**src/rtl/game_ctrl_if.sv**
```systemverilog
// game_ctrl_if: bundles the VGA counters, the start button and the attacker
// game-over flags going into game_ctrl, together with the play controls and
// status it drives back out.
//   slave  : used by game_ctrl (counters/start/atk_over in, controls/status out)
//   master : used by whatever drives game_ctrl (the opposite directions)
// Signals:
//   H_count, V_count [16:0]  VGA pixel/line counters
//   game_start               debounced start button level
//   atk_over [NUM_ATTK-1:0]  per-attacker game-over flags, bit 0 = attacker 1
//   game_stop, game_on, game_over  registered play controls
//   lives [2:0], score [13:0], state_dbg [1:0]  status
interface game_ctrl_if #(
    parameter int NUM_ATTK = 6
);
    logic [16:0]         H_count;
    logic [16:0]         V_count;
    logic                game_start;
    logic [NUM_ATTK-1:0] atk_over;
    logic                game_stop;
    logic                game_on;
    logic                game_over;
    logic [2:0]          lives;
    logic [13:0]         score;
    logic [1:0]          state_dbg;

    modport master (
        output H_count, V_count, game_start, atk_over,
        input  game_stop, game_on, game_over, lives, score, state_dbg
    );

    modport slave (
        input  H_count, V_count, game_start, atk_over,
        output game_stop, game_on, game_over, lives, score, state_dbg
    );
endinterface

```
**src/rtl/game_ctrl.sv**
```systemverilog
// game_ctrl: game sequencer sitting after the attacker blocks. Makes one
// decision per video frame (at H_count==0 && V_count==0): counts survival
// frames into a saturating score, takes one life per frame in which any
// attacker reports game over, freezes play for HIT_FRAMES frames after a hit
// and ends the game when the last life is gone.
// Ports:
//   clk_65M  65 MHz pixel/system clock
//   clear    asynchronous active-high reset
//   bus      game_ctrl_if slave port (counters, start, atk_over in;
//            game_stop, game_on, game_over, lives, score, state_dbg out)
//
// state | meaning
// IDLE  | power-up, waiting for a start press, attackers held
// PLAY  | game running, scoring survival frames
// HIT   | attackers held for HIT_FRAMES frames after losing a life
// OVER  | no lives left, lives/score held for display until a new start
module game_ctrl #(
    parameter int NUM_ATTK     = 6,
    parameter int LIVES_INIT   = 3,
    parameter int HIT_FRAMES   = 60,
    parameter int SCORE_FRAMES = 30,
    parameter int SCORE_MAX    = 9999
) (
    input  logic        clk_65M,
    input  logic        clear,
    game_ctrl_if.slave  bus
);
    localparam int SURV_W = (SCORE_FRAMES > 1) ? $clog2(SCORE_FRAMES) : 1;
    localparam int FRZ_W  = (HIT_FRAMES > 1) ? $clog2(HIT_FRAMES) : 1;

    localparam logic [SURV_W-1:0] SURV_LAST  = SURV_W'(SCORE_FRAMES - 1);
    localparam logic [FRZ_W-1:0]  FRZ_LAST   = FRZ_W'(HIT_FRAMES - 1);
    localparam logic [2:0]        LIVES_LOAD = 3'(LIVES_INIT);
    localparam logic [13:0]       SCORE_TOP  = 14'(SCORE_MAX);

    typedef enum logic [1:0] {
        IDLE = 2'd0,
        PLAY = 2'd1,
        HIT  = 2'd2,
        OVER = 2'd3
    } state_t;

    state_t            state;
    logic              start_q;
    logic [SURV_W-1:0] surv_cnt;
    logic [FRZ_W-1:0]  frz_cnt;
    logic [2:0]        lives_r;
    logic [13:0]       score_r;
    logic              stop_r;
    logic              on_r;
    logic              over_r;

    logic frame_tick;
    logic start_edge;

    assign frame_tick = (bus.V_count == 17'd0) && (bus.H_count == 17'd0);
    assign start_edge = bus.game_start & ~start_q;

    // Outputs are assigned alongside each state change so they always match
    // the state being entered.
    always_ff @(posedge clk_65M or posedge clear) begin
        if (clear) begin
            state    <= IDLE;
            stop_r   <= 1'b1;
            on_r     <= 1'b0;
            over_r   <= 1'b0;
            lives_r  <= LIVES_LOAD;
            score_r  <= '0;
            surv_cnt <= '0;
            frz_cnt  <= '0;
            start_q  <= 1'b0;
        end else begin
            start_q <= bus.game_start;
            unique case (state)
                IDLE, OVER: begin
                    if (start_edge) begin
                        state    <= PLAY;
                        stop_r   <= 1'b0;
                        on_r     <= 1'b1;
                        over_r   <= 1'b0;
                        lives_r  <= LIVES_LOAD;
                        score_r  <= '0;
                        surv_cnt <= '0;
                    end
                end
                PLAY: begin
                    if (frame_tick) begin
                        // Any number of simultaneous flags costs one life.
                        if (|bus.atk_over) begin
                            state   <= HIT;
                            stop_r  <= 1'b1;
                            on_r    <= 1'b0;
                            lives_r <= lives_r - 3'd1;
                            frz_cnt <= '0;
                        end else if (surv_cnt == SURV_LAST) begin
                            surv_cnt <= '0;
                            if (score_r < SCORE_TOP) begin
                                score_r <= score_r + 14'd1;
                            end
                        end else begin
                            surv_cnt <= surv_cnt + 1'b1;
                        end
                    end
                end
                HIT: begin
                    if (frame_tick) begin
                        if (frz_cnt == FRZ_LAST) begin
                            if (lives_r == 3'd0) begin
                                state  <= OVER;
                                over_r <= 1'b1;
                            end else begin
                                state    <= PLAY;
                                stop_r   <= 1'b0;
                                on_r     <= 1'b1;
                                surv_cnt <= '0;
                            end
                        end else begin
                            frz_cnt <= frz_cnt + 1'b1;
                        end
                    end
                end
            endcase
        end
    end

    assign bus.game_stop = stop_r;
    assign bus.game_on   = on_r;
    assign bus.game_over = over_r;
    assign bus.lives     = lives_r;
    assign bus.score     = score_r;
    assign bus.state_dbg = state;
endmodule

```
**src/flat_wrapper.sv**
```systemverilog
// flat-port wrapper written by rule: the top's interface ports become plain ports
module game_ctrl_flat 
#(
    parameter int NUM_ATTK     = 6,
    parameter int LIVES_INIT   = 3,
    parameter int HIT_FRAMES   = 60,
    parameter int SCORE_FRAMES = 30,
    parameter int SCORE_MAX    = 9999
)
  (clk_65M, clear, bus_H_count, bus_V_count, bus_game_start, bus_atk_over, bus_game_stop, bus_game_on, bus_game_over, bus_lives, bus_score, bus_state_dbg);
  game_ctrl_if #(.NUM_ATTK(NUM_ATTK)) bus_i ();
  input  logic clk_65M;
  input  logic clear;
  input wire logic [$bits(bus_i.H_count)-1:0] bus_H_count;
  input wire logic [$bits(bus_i.V_count)-1:0] bus_V_count;
  input wire logic [$bits(bus_i.game_start)-1:0] bus_game_start;
  input wire logic [$bits(bus_i.atk_over)-1:0] bus_atk_over;
  output wire logic [$bits(bus_i.game_stop)-1:0] bus_game_stop;
  output wire logic [$bits(bus_i.game_on)-1:0] bus_game_on;
  output wire logic [$bits(bus_i.game_over)-1:0] bus_game_over;
  output wire logic [$bits(bus_i.lives)-1:0] bus_lives;
  output wire logic [$bits(bus_i.score)-1:0] bus_score;
  output wire logic [$bits(bus_i.state_dbg)-1:0] bus_state_dbg;
  assign bus_i.H_count = bus_H_count;
  assign bus_i.V_count = bus_V_count;
  assign bus_i.game_start = bus_game_start;
  assign bus_i.atk_over = bus_atk_over;
  assign bus_game_stop = bus_i.game_stop;
  assign bus_game_on = bus_i.game_on;
  assign bus_game_over = bus_i.game_over;
  assign bus_lives = bus_i.lives;
  assign bus_score = bus_i.score;
  assign bus_state_dbg = bus_i.state_dbg;
  game_ctrl #(.NUM_ATTK(NUM_ATTK), .LIVES_INIT(LIVES_INIT), .HIT_FRAMES(HIT_FRAMES), .SCORE_FRAMES(SCORE_FRAMES), .SCORE_MAX(SCORE_MAX)) u_core (.clk_65M(clk_65M), .clear(clear), .bus(bus_i));
endmodule
```
**config.mk**
```make
export PLATFORM = sky130hd
export DESIGN_NAME = game_ctrl_flat
export DESIGN_NICKNAME = d
export VERILOG_FILES = /design/src/rtl/game_ctrl_if.sv /design/src/rtl/game_ctrl.sv /design/src/flat_wrapper.sv
export SDC_FILE = /design/constraint.sdc
export NUM_CORES = 1
export LEC_CHECK = 0
export CAP_MARGIN = 40
export CELL_PAD_IN_SITES_DETAIL_PLACEMENT = 1
export CELL_PAD_IN_SITES_GLOBAL_PLACEMENT = 2
export CORE_MARGIN = 2
export CORE_UTILIZATION = 28
export CTS_BUF_LIST = sky130_fd_sc_hd__clkbuf_8
export DETAILED_ROUTE_END_ITERATION = 12
export PLACE_DENSITY = 0.95
export SETUP_SLACK_MARGIN = 0.3
export SYNTH_ARGS = -nofsm -noshare
export SYNTH_HDL_FRONTEND = slang
export SYNTH_SLANG_ARGS = --single-unit
```
**constraint.sdc**
```tcl
create_clock -name clk_65M -period 2.5 [get_ports clk_65M]
set_input_delay 0.5 -clock clk_65M [delete_from_list [all_inputs] [get_ports clk_65M]]
set_output_delay 0.5 -clock clk_65M [all_outputs]
set_load 0.005 [all_outputs]
```
# Word level (Yosys, flattened, before mapping)
# Index checks and enable logic that the tools add are counted.
dict set report word_totals {
  ff_bits 34
  in_bits 43
  out_inout_bits 22
  word_cells 97
}
dict set report op_classes {
  addsub 4
  order_cmp 1
  eq_ne 16
  muxes 48
  bitwise_logic 2
  n_reduce_logical 17
}
# op count
set ops {}
lappend ops {{2-to-1 mux 14 bit} 5}
lappend ops {{2-to-1 mux 5 bit} 7}
lappend ops {{logical NOT 17 bit} 2}
lappend ops {{case mux 14 bit (2 select lines)} 1}
lappend ops {{2-to-1 mux 6 bit} 4}
lappend ops {{AND reduction 6 bit} 3}
lappend ops {{!= test 2 x 1 -> 1 bit, second input constant} 8}
lappend ops {{2-to-1 mux 1 bit} 15}
lappend ops {{case mux 5 bit (3 select lines)} 1}
lappend ops {{AND reduction 5 bit} 3}
lappend ops {{adder 14 x 1 -> 14 bit, second input constant} 1}
lappend ops {{less-than comparator 14 bit, second input constant} 1}
lappend ops {{2-to-1 mux 2 bit} 6}
lappend ops {{case mux 6 bit (2 select lines)} 1}
lappend ops {{2-to-1 mux 3 bit} 3}
lappend ops {{adder 6 x 1 -> 6 bit, second input constant} 1}
lappend ops {{== test 6 bit, second input constant} 1}
lappend ops {{!= test 2 bit, second input constant} 3}
lappend ops {{case mux 1 bit (3 select lines)} 2}
lappend ops {{case mux 2 bit (3 select lines)} 1}
lappend ops {{case mux 3 bit (2 select lines)} 1}
lappend ops {{nonzero test 2 bit} 3}
lappend ops {{OR reduction 6 bit} 1}
lappend ops {{adder 5 x 1 -> 5 bit, second input constant} 1}
lappend ops {{other kinds (12)} 13}

# Logic depth before layout (Yosys ltp)
dict set report logic_depth {
  word_depth 6
  mapped_depth 9
  ltp_nobuf 8
}

# Worst setup path after synthesis
# OpenSTA, ideal clock, no wires.
dict set report synth_timing {
  path_type {input to register}
  startpoint {in bus_V_count[12]}
  endpoint {reg u_core.frz_cnt[2]}
  setup_time_ps 126
  arrival_time_ps 2062
  required_ps 2374
  slack_ps 312
  cell_stages 7
  n_path_buf 1
  path_cell_list {nor4_1 nand4_1 or3_1 buf_2 or4_1 nand3_1 o41ai_1}
}
dict set report synth_between {
  elab_chain_len 4
  elab_cells_between_ends 5
  classes_between {eq/ne: 2; reduce/logical: 3}
}
# element line
set synth_lines {}
lappend synth_lines {{start, declared} flat_wrapper.sv:15} ;# input wire logic [$bits(bus_i.V_count)-1:0] bus_V_count;
lappend synth_lines {{logical NOT 17 bit *} game_ctrl.sv:56} ;# assign frame_tick = (bus.V_count == 17'd0) && (bus.H_count == 17'd0);
lappend synth_lines {{logical AND 1 bit *} game_ctrl.sv:56}
lappend synth_lines {{!= test 2 x 1 -> 1 bit (no source line)} --}
lappend synth_lines {{AND reduction 5 bit (no source line) *} --}
lappend synth_lines {{end signal, assigned} game_ctrl.sv:118} ;# frz_cnt <= frz_cnt + 1'b1;
lappend synth_lines {{end, declared} game_ctrl.sv:46} ;# logic [FRZ_W-1:0] frz_cnt;
# Every way passes the cells marked *; elsewhere a longest branch is shown, timed or not.
# A chain may end at the register's enable or synchronous reset.

# Worst setup path in the final report
dict set report layout_timing {
  startpoint {in bus_H_count[2]}
  endpoint {reg u_core.frz_cnt[2]}
}
dict set report layout_between {
  elab_chain_len 4
  elab_cells_between_ends 5
  classes_between {eq/ne: 2; reduce/logical: 3}
}
# element line
set layout_lines {}
lappend layout_lines {{start, declared} flat_wrapper.sv:14} ;# input wire logic [$bits(bus_i.H_count)-1:0] bus_H_count;
lappend layout_lines {{logical NOT 17 bit *} game_ctrl.sv:56}
lappend layout_lines {{logical AND 1 bit *} game_ctrl.sv:56}
lappend layout_lines {{!= test 2 x 1 -> 1 bit (no source line)} --}
lappend layout_lines {{AND reduction 5 bit (no source line) *} --}
# Marks and branches as above.

==> flow_summary.ini <==
[status]
status = finished clean

[power]
ir_drop_v = 0.000314
p_leak_nw = 1.40
powerDensity_mw_per_mm2 = 613
total_power_mw = 1.93

[critical_path]
crit_arrival_ns = 2.30
r2r_end = u_core.surv_cnt[1]
startpoint_type = primary input
reg2regPathDepth = 7
worstSetupEndpointType = flop
worst_ep_required_time_ns = 2.68
ff2ff_setup_slack_ns = 0.40
critPathMaxFanout = 7
r2r-start = u_core.bus.state_dbg[0]
crit_type = primary input to flop

[sta]
period_share_pct = 85.1
clock_skew_ns = 0.00541
max_freq_ghz = 0.470
fin_crit_ns = 2.13
rsz0062_at_grt = true
drv_slew = 0
hold_viol_final = 0
setup_violations = 0
slew_headroom_pct = 66.0
tightest_slew_ns = 0.506

[yosys]
synth_edf_count = 0
synth_seq_area_share_pct = 40.4
syn_area_per_cell_um2 = 8.53
syn-num-nets = 300
synth.distinct_cells = 43
ys_warn_count = 0
synth-main-ff-cell = dfrtp_1
async_reset_ff_share_pct = 100
synth_cells = 248
synth_seq_cells = 34
syn-cell-area_mm2 = 0.00212

[final_layout]
antenna_cells = 0
fillers = 891
drive_above_1_share_pct = 18.8
area_delta_synth_final_pct = 48.9
regArea_um2 = 855
fin_area_mm2 = 0.00315
final_cell_count_no_fill = 429
multiInputGateArea_mm2 = 0.00128
final_util_pct = 43.2
final_nets = 381

[placed_design]
io_buffers = 64
dp_hpwl_um = 5480
dp_cells = 420
place_congestion = 0.816
placed_area_mm2 = 0.00298

[routing]
ant_nets = 0
drt-pass1-iter-count = 5
top_layer = met4
met2_wirelength_um = 3660
dr_wl_met3_um = 119
totalWireLength_um = 7100
drt-wirelength-per-cell_um = 16.6
drc = 0
viasPerCell = 5.32
drt_iter0_drc = 79
vias = 2284
met1Wirelength_um = 3210

[hold_path]
min_from = u_core.surv_cnt[4]
hold_class = flop to flop
whs_path_depth = 1
holdPathEnd = u_core.surv_cnt[4]

[floorplan]
die_area_mm2 = 0.00827
die_h_um = 90.9
coreArea_mm2 = 0.00729
chipWidth_um = 90.9
io_pins = 65
start_util_pct = 29.0
rows = 31

[clock_tree]
clk_pin_slew_ns = 0.07
root_buffer = clkbuf_8
cts.path.max_buffers = 2
htree_levels = 2
cts_buffers = 5
cts_tree = yes
cts.sinks = 34
clk_latency_ns = 0.29

[grt]
grt-ovfl-total = 0
grt_max_degree = 35
antenna_found_initial = 0
track_usage_pct = 17.7
first_global_vias = 2436
grt_pass1_wl_um = 12000

[run]
drv_cap = 0
==> kinds of logic (layout without fill, tap and decap cells) <==
kind of cell    count (synthesis)  after routing  share of synthesized area (%)
simple gates                  102            102                           24.8
compound gates                 74             74                           23.3
flops                          34             34                           40.4
buf+inv                        26            108                           4.73
fa+ha+maj                       9              9                           5.32
mux                             3              3                           1.42
==> critical path, stage by stage <==
cell,delay [ns]
clkdlybuf4s50_1,0.41
nor4_2,0.17
nand3_2,0.15
or3_4,0.41
or4_4,0.53
nand3_2,0.07
o41ai_2,0.06
==> report_power, final <==
part | total, mW | switching, mW | internal, mW
clock | 0.433 | 0.215 | 0.218
sequential | 0.595 | 0.0236 | 0.571
combinational | 0.903 | 0.547 | 0.357
total | 1.93 | 0.785 | 1.15
==> through the flow <==
stage | hold WS, ns | setup slack, ns | TNS, ns
after global placement | 0.472 | -0.182 | -1.45
after floorplan | 0.442 | 0.312 | 0
after detailed placement | 0.486 | -0.321 | -4.13
after CTS | 0.499 | 0.300 | 0
after global routing | 0.519 | 0.285 | 0
final | 0.496 | 0.373 | 0
==> cells in the mapped netlist, types with 2 or more instances <==
cell type	number	area (um2)
a211o_1	2	17.5
a21oi_1	7	35.0
a22o_1	2	17.5
a22oi_1	2	15.0
a31oi_1	6	37.5
a41oi_1	2	17.5
and2_1	4	25.0
and3_1	10	62.6
buf_2	2	10.0
clkbuf_1	7	26.3
dfrtp_1	31	776
dfstp_2	3	78.8
ha_1	9	113
inv_1	17	63.8
mux2i_1	3	30.0
nand2_1	18	67.6
nand2b_1	2	12.5
nand3_1	13	65.1
nand4_1	9	56.3
nor2_1	20	75.1
nor3_1	5	25.0
nor4_1	10	62.6
o21a_1	2	15.0
o21ai_0	17	85.1
o21ai_1	9	45.0
o22ai_1	2	12.5
o31ai_1	9	67.6
o41ai_1	5	43.8
or2_1	2	12.5
or2_2	2	12.5
or3_1	3	18.8
or4_1	2	15.0
==> registers in the layout, indices dropped and copies added, names as in the netlist <==
register and count:
u_core.bus.game_stop 1, u_core.bus.score 14, u_core.bus.lives 3, u_core.frz_cnt 6, u_core.surv_cnt 5, u_core.bus.state_dbg 2
u_core.bus.game_on 1, u_core.start_q 1, u_core.bus.game_over 1
==> what timing repair did <==
| action | 4_1_cts | 5_1_grt |
|---|---|---|
| endpoints found under the setup margin | 24 | 30 |
| hold buffers | 0 | 0 |
| endpoints found under the hold margin | 0 | 0 |
| buffers inserted | 0 | 1 |
| resized for setup | 35 | 42 |
| pin swaps | 14 | 14 |
==> how the worst max path moves through the flow <==
stage,depth (start not counted),from,endpoint
finish,7,bus_H_count[2],u_core.frz_cnt[2]
global route,7,bus_H_count[2],u_core.frz_cnt[2]
CTS,8,u_core.bus.state_dbg[0],u_core.surv_cnt[4]
detailed placement,7,bus_H_count[1],u_core.surv_cnt[1]
global placement,7,bus_H_count[1],u_core.frz_cnt[2]
floorplan,7,bus_V_count[12],u_core.frz_cnt[2]
==> cell usage in the layout, fill, tap and decap left out, drive strengths merged, types with 10 or more instances in the layout <==
master	n
clkdlybuf4s50	33
nor2	20
buf	19
dlygate4sd2	14
clkbuf	14
nor4	10
nand2	18
inv	18
dfrtp	31
o21ai	26
nand3	13
and3	10
==> routing by layer <==
metal | vias to the layer above | global-route usage [%]
met3 | 9 | 3.01
li1 | 1103 | -
met4 | 0 | 5.93
met1 | 1146 | 21.2
met2 | 26 | 32.0
met5 | - | 0
==> cell type report <==
type                    instances  share of cell area, %
multi-input cells             188                   40.7
flip-flops and latches         34                   27.1
repair buffers                 83                   23.4
well taps                      99                   3.93
clock buffers                   6                   2.62
inverters                      17                   2.03
clock inverters                 2                  0.278
Power figures use the tool's default switching activity.
==> variant 1: new RTL, same settings <==
`HIT_FRAMES` is set to 60 in 2 places; all go to 120.
--- a/src/rtl/game_ctrl.sv
+++ b/src/rtl/game_ctrl.sv
@@ -17,7 +17,7 @@
 module game_ctrl #(
     parameter int NUM_ATTK     = 6,
     parameter int LIVES_INIT   = 3,
-    parameter int HIT_FRAMES   = 60,
+    parameter int HIT_FRAMES   = 120,
     parameter int SCORE_FRAMES = 30,
     parameter int SCORE_MAX    = 9999
 ) (
--- a/src/flat_wrapper.sv
+++ b/src/flat_wrapper.sv
@@ -3,7 +3,7 @@
 #(
     parameter int NUM_ATTK     = 6,
     parameter int LIVES_INIT   = 3,
-    parameter int HIT_FRAMES   = 60,
+    parameter int HIT_FRAMES   = 120,
     parameter int SCORE_FRAMES = 30,
     parameter int SCORE_MAX    = 9999
 )
Behaviour: no difference found for any inputs over 10 cycles, from zero or initial values; that may be too few to reach the edited logic, so the function may still have changed.
==> variant 1 against the original RTL <==
Worst setup slack got worse by 0.050 ns. Final area rose by 13%. Area after synthesis rose by 8.2%. Routed wire length grew 8.5%. Critical path depth is 2 higher. Sequential cell count grew 1. First-iteration DRC count up 14%.
Power is not compared: it rests on default switching activity, and its combinational part moved more than twofold at a synthesized area within 25%.
==> variant 1: results (changes against the original RTL) <==
| Metric | Value |
|---|---|
| Status | `finished clean` |
| Vias | `2454 (+7.4%)` |
| RR Startpoint | `u_core.bus.lives[0]` |
| Net count, final | `407 (+6.8%)` |
| Cell count of the worst hold path | `1 (unchanged)` |
| Post-synthesis mux area share | `4.101% (+2.7 points)` |
| Max stage delay on crit path | `0.36 ns (-0.17 ns)` |
| Sequential share of the synthesized area | `38.44% (-2.0 points)` |
| Area share of fa/ha/maj cells after synthesis | `4.921% (-0.40 points)` |
| DRT Pass-1 Iters | `5 (unchanged)` |
| Avg WL per Cell | `16.83 um (+1.6%)` |
| Vias in the first global route | `2561 (+5.1%)` |
| Dpl ws | `-0.3845 ns (-0.06380 ns)` |
| Clk_skew | `0.005071 ns (-0.0003349 ns)` |
| Hold Crit Class | `flip-flop to flip-flop` |
| Syn nets | `299 (-0.33%)` |
| Peak supply drop | `0.0001983 V` |
| Crit path max fanout | `5 (-2)` |
| Layout cell share with drive strength beyond 1 | `30.62% (+12 points)` |
| Largest net degree at the start of global routing | `36 (+2.9%)` |
| Synth Area in XOR/XNOR | `1.531% (+1.5 points)` |
| Total GRT Usage | `17.44% (-0.30 points)` |
| Critical Path AT | `2.35 ns (+0.05 ns)` |
| CTS root buffer | `clkbuf_8` |
| Global placement routability congestion | `0.7597 (-6.9%)` |
| First-pass GRT wire length | `12450 um (+4.0%)` |
| Yosys cell types | `52 (+21%)` |
| Commonest cells post-synth | `dfrtp_1 (32), nand2_1 (30), nand3_1 (18)` |
| Compound-Gate Fraction of Synth Area | `19.35% (-3.9 points)` |
| Max_slew headroom | `66.86% (+0.84 points)` |
| Reg2reg end | `u_core.surv_cnt[3]` |
| DP Area | `3243 um2 (+8.9%)` |
| First DRT Iteration DRCs | `90 (+14%)` |
| Worst hold slack | `0.4980 ns (+0.001644 ns)` |
| Hpwl dp | `5458 um (-0.35%)` |
| Worst path slowest cell | `a221o_1` |
| Synth top area cells | `dfrtp_1 (35%), ha_1 (4.9%), nand2_1 (4.9%), nand3_1 (3.9%), dfstp_2 (3.4%)` |
| Post-Route Setup TNS | `0 ns (unchanged)` |
[variant 1: power groups by stage]
stage | combinational [mW] | sequential [mW] | clock (mW)
CTS | 0.0834 | 0.567 | 0.473
global route | 0.0898 | 0.567 | 0.497
floorplan | 0.0159 | 0.578 | 0
finish | 0.0823 | 0.567 | 0.463
detailed placement | 0.0953 | 0.578 | 0
global placement | 0.0927 | 0.578 | 0
[variant 1: cells by family (layout without fill, tap and decap cells)]
kind of cell             count (synthesis)  in the layout
AND/OR/NAND/NOR                        113            113
multiplexers                             9              9
XOR/XNOR                                 4              4
flip-flops                              35             35
adder cells (fa/ha/maj)                  9              9
AO/OA/AOI/OAI                           60             60
buffers and inverters                   17            126
[variant 1: timing repair]
item / in CTS / in global routing
setup endpoints to repair: 30 / 29
buffers inserted: 6 / 8
gates resized for setup: 58 / 54
gates cloned: 0 / 0
pin swaps: 20 / 22
hold buffers: 0 / 0
[variant 1: final cells by class]
class,instances,area (um2)
fill,922,4248
inverter,13,48.80
timing repair buffer,105,885.9
clock buffer,7,96.34
tap,102,127.6
clock inverter,1,3.754
sequential,35,879.6
multi-input combinational,195,1518
[variant 1: through the flow]
stage	total power, mW	instances
after global routing	1.154	458
after floorplan	0.5938	247
after global placement	0.6705	436
after CTS	1.123	450
final	1.112	458
after detailed placement	0.6731	436
[variant 1: metal layers]
| layer | routed length, um | global-route usage (%) |
|---|---|---|
| met1 | 3522 | 22.46 |
| met2 | 3814 | 30.48 |
| met3 | 295 | 2.873 |
| met4 | 73 | 4.469 |
| met5 | 0 | 0 |
[variant 1: worst max path at each step]
stage	startpoint	end	slack, ns	cells past startpoint
6_report	bus_V_count[12]	u_core.bus.state_dbg[1]	0.32	9
3_5_place_dp	bus_H_count[2]	u_core.bus.score[5]	-0.38	8
5_1_grt	bus_H_count[11]	u_core.bus.state_dbg[1]	0.25	9
2_1_floorplan	bus_V_count[2]	u_core.bus.state_dbg[1]	0.30	5
3_3_place_gp	bus_V_count[1]	u_core.bus.score[5]	-0.28	8
4_1_cts	bus_H_count[9]	u_core.frz_cnt[3]	0.30	7
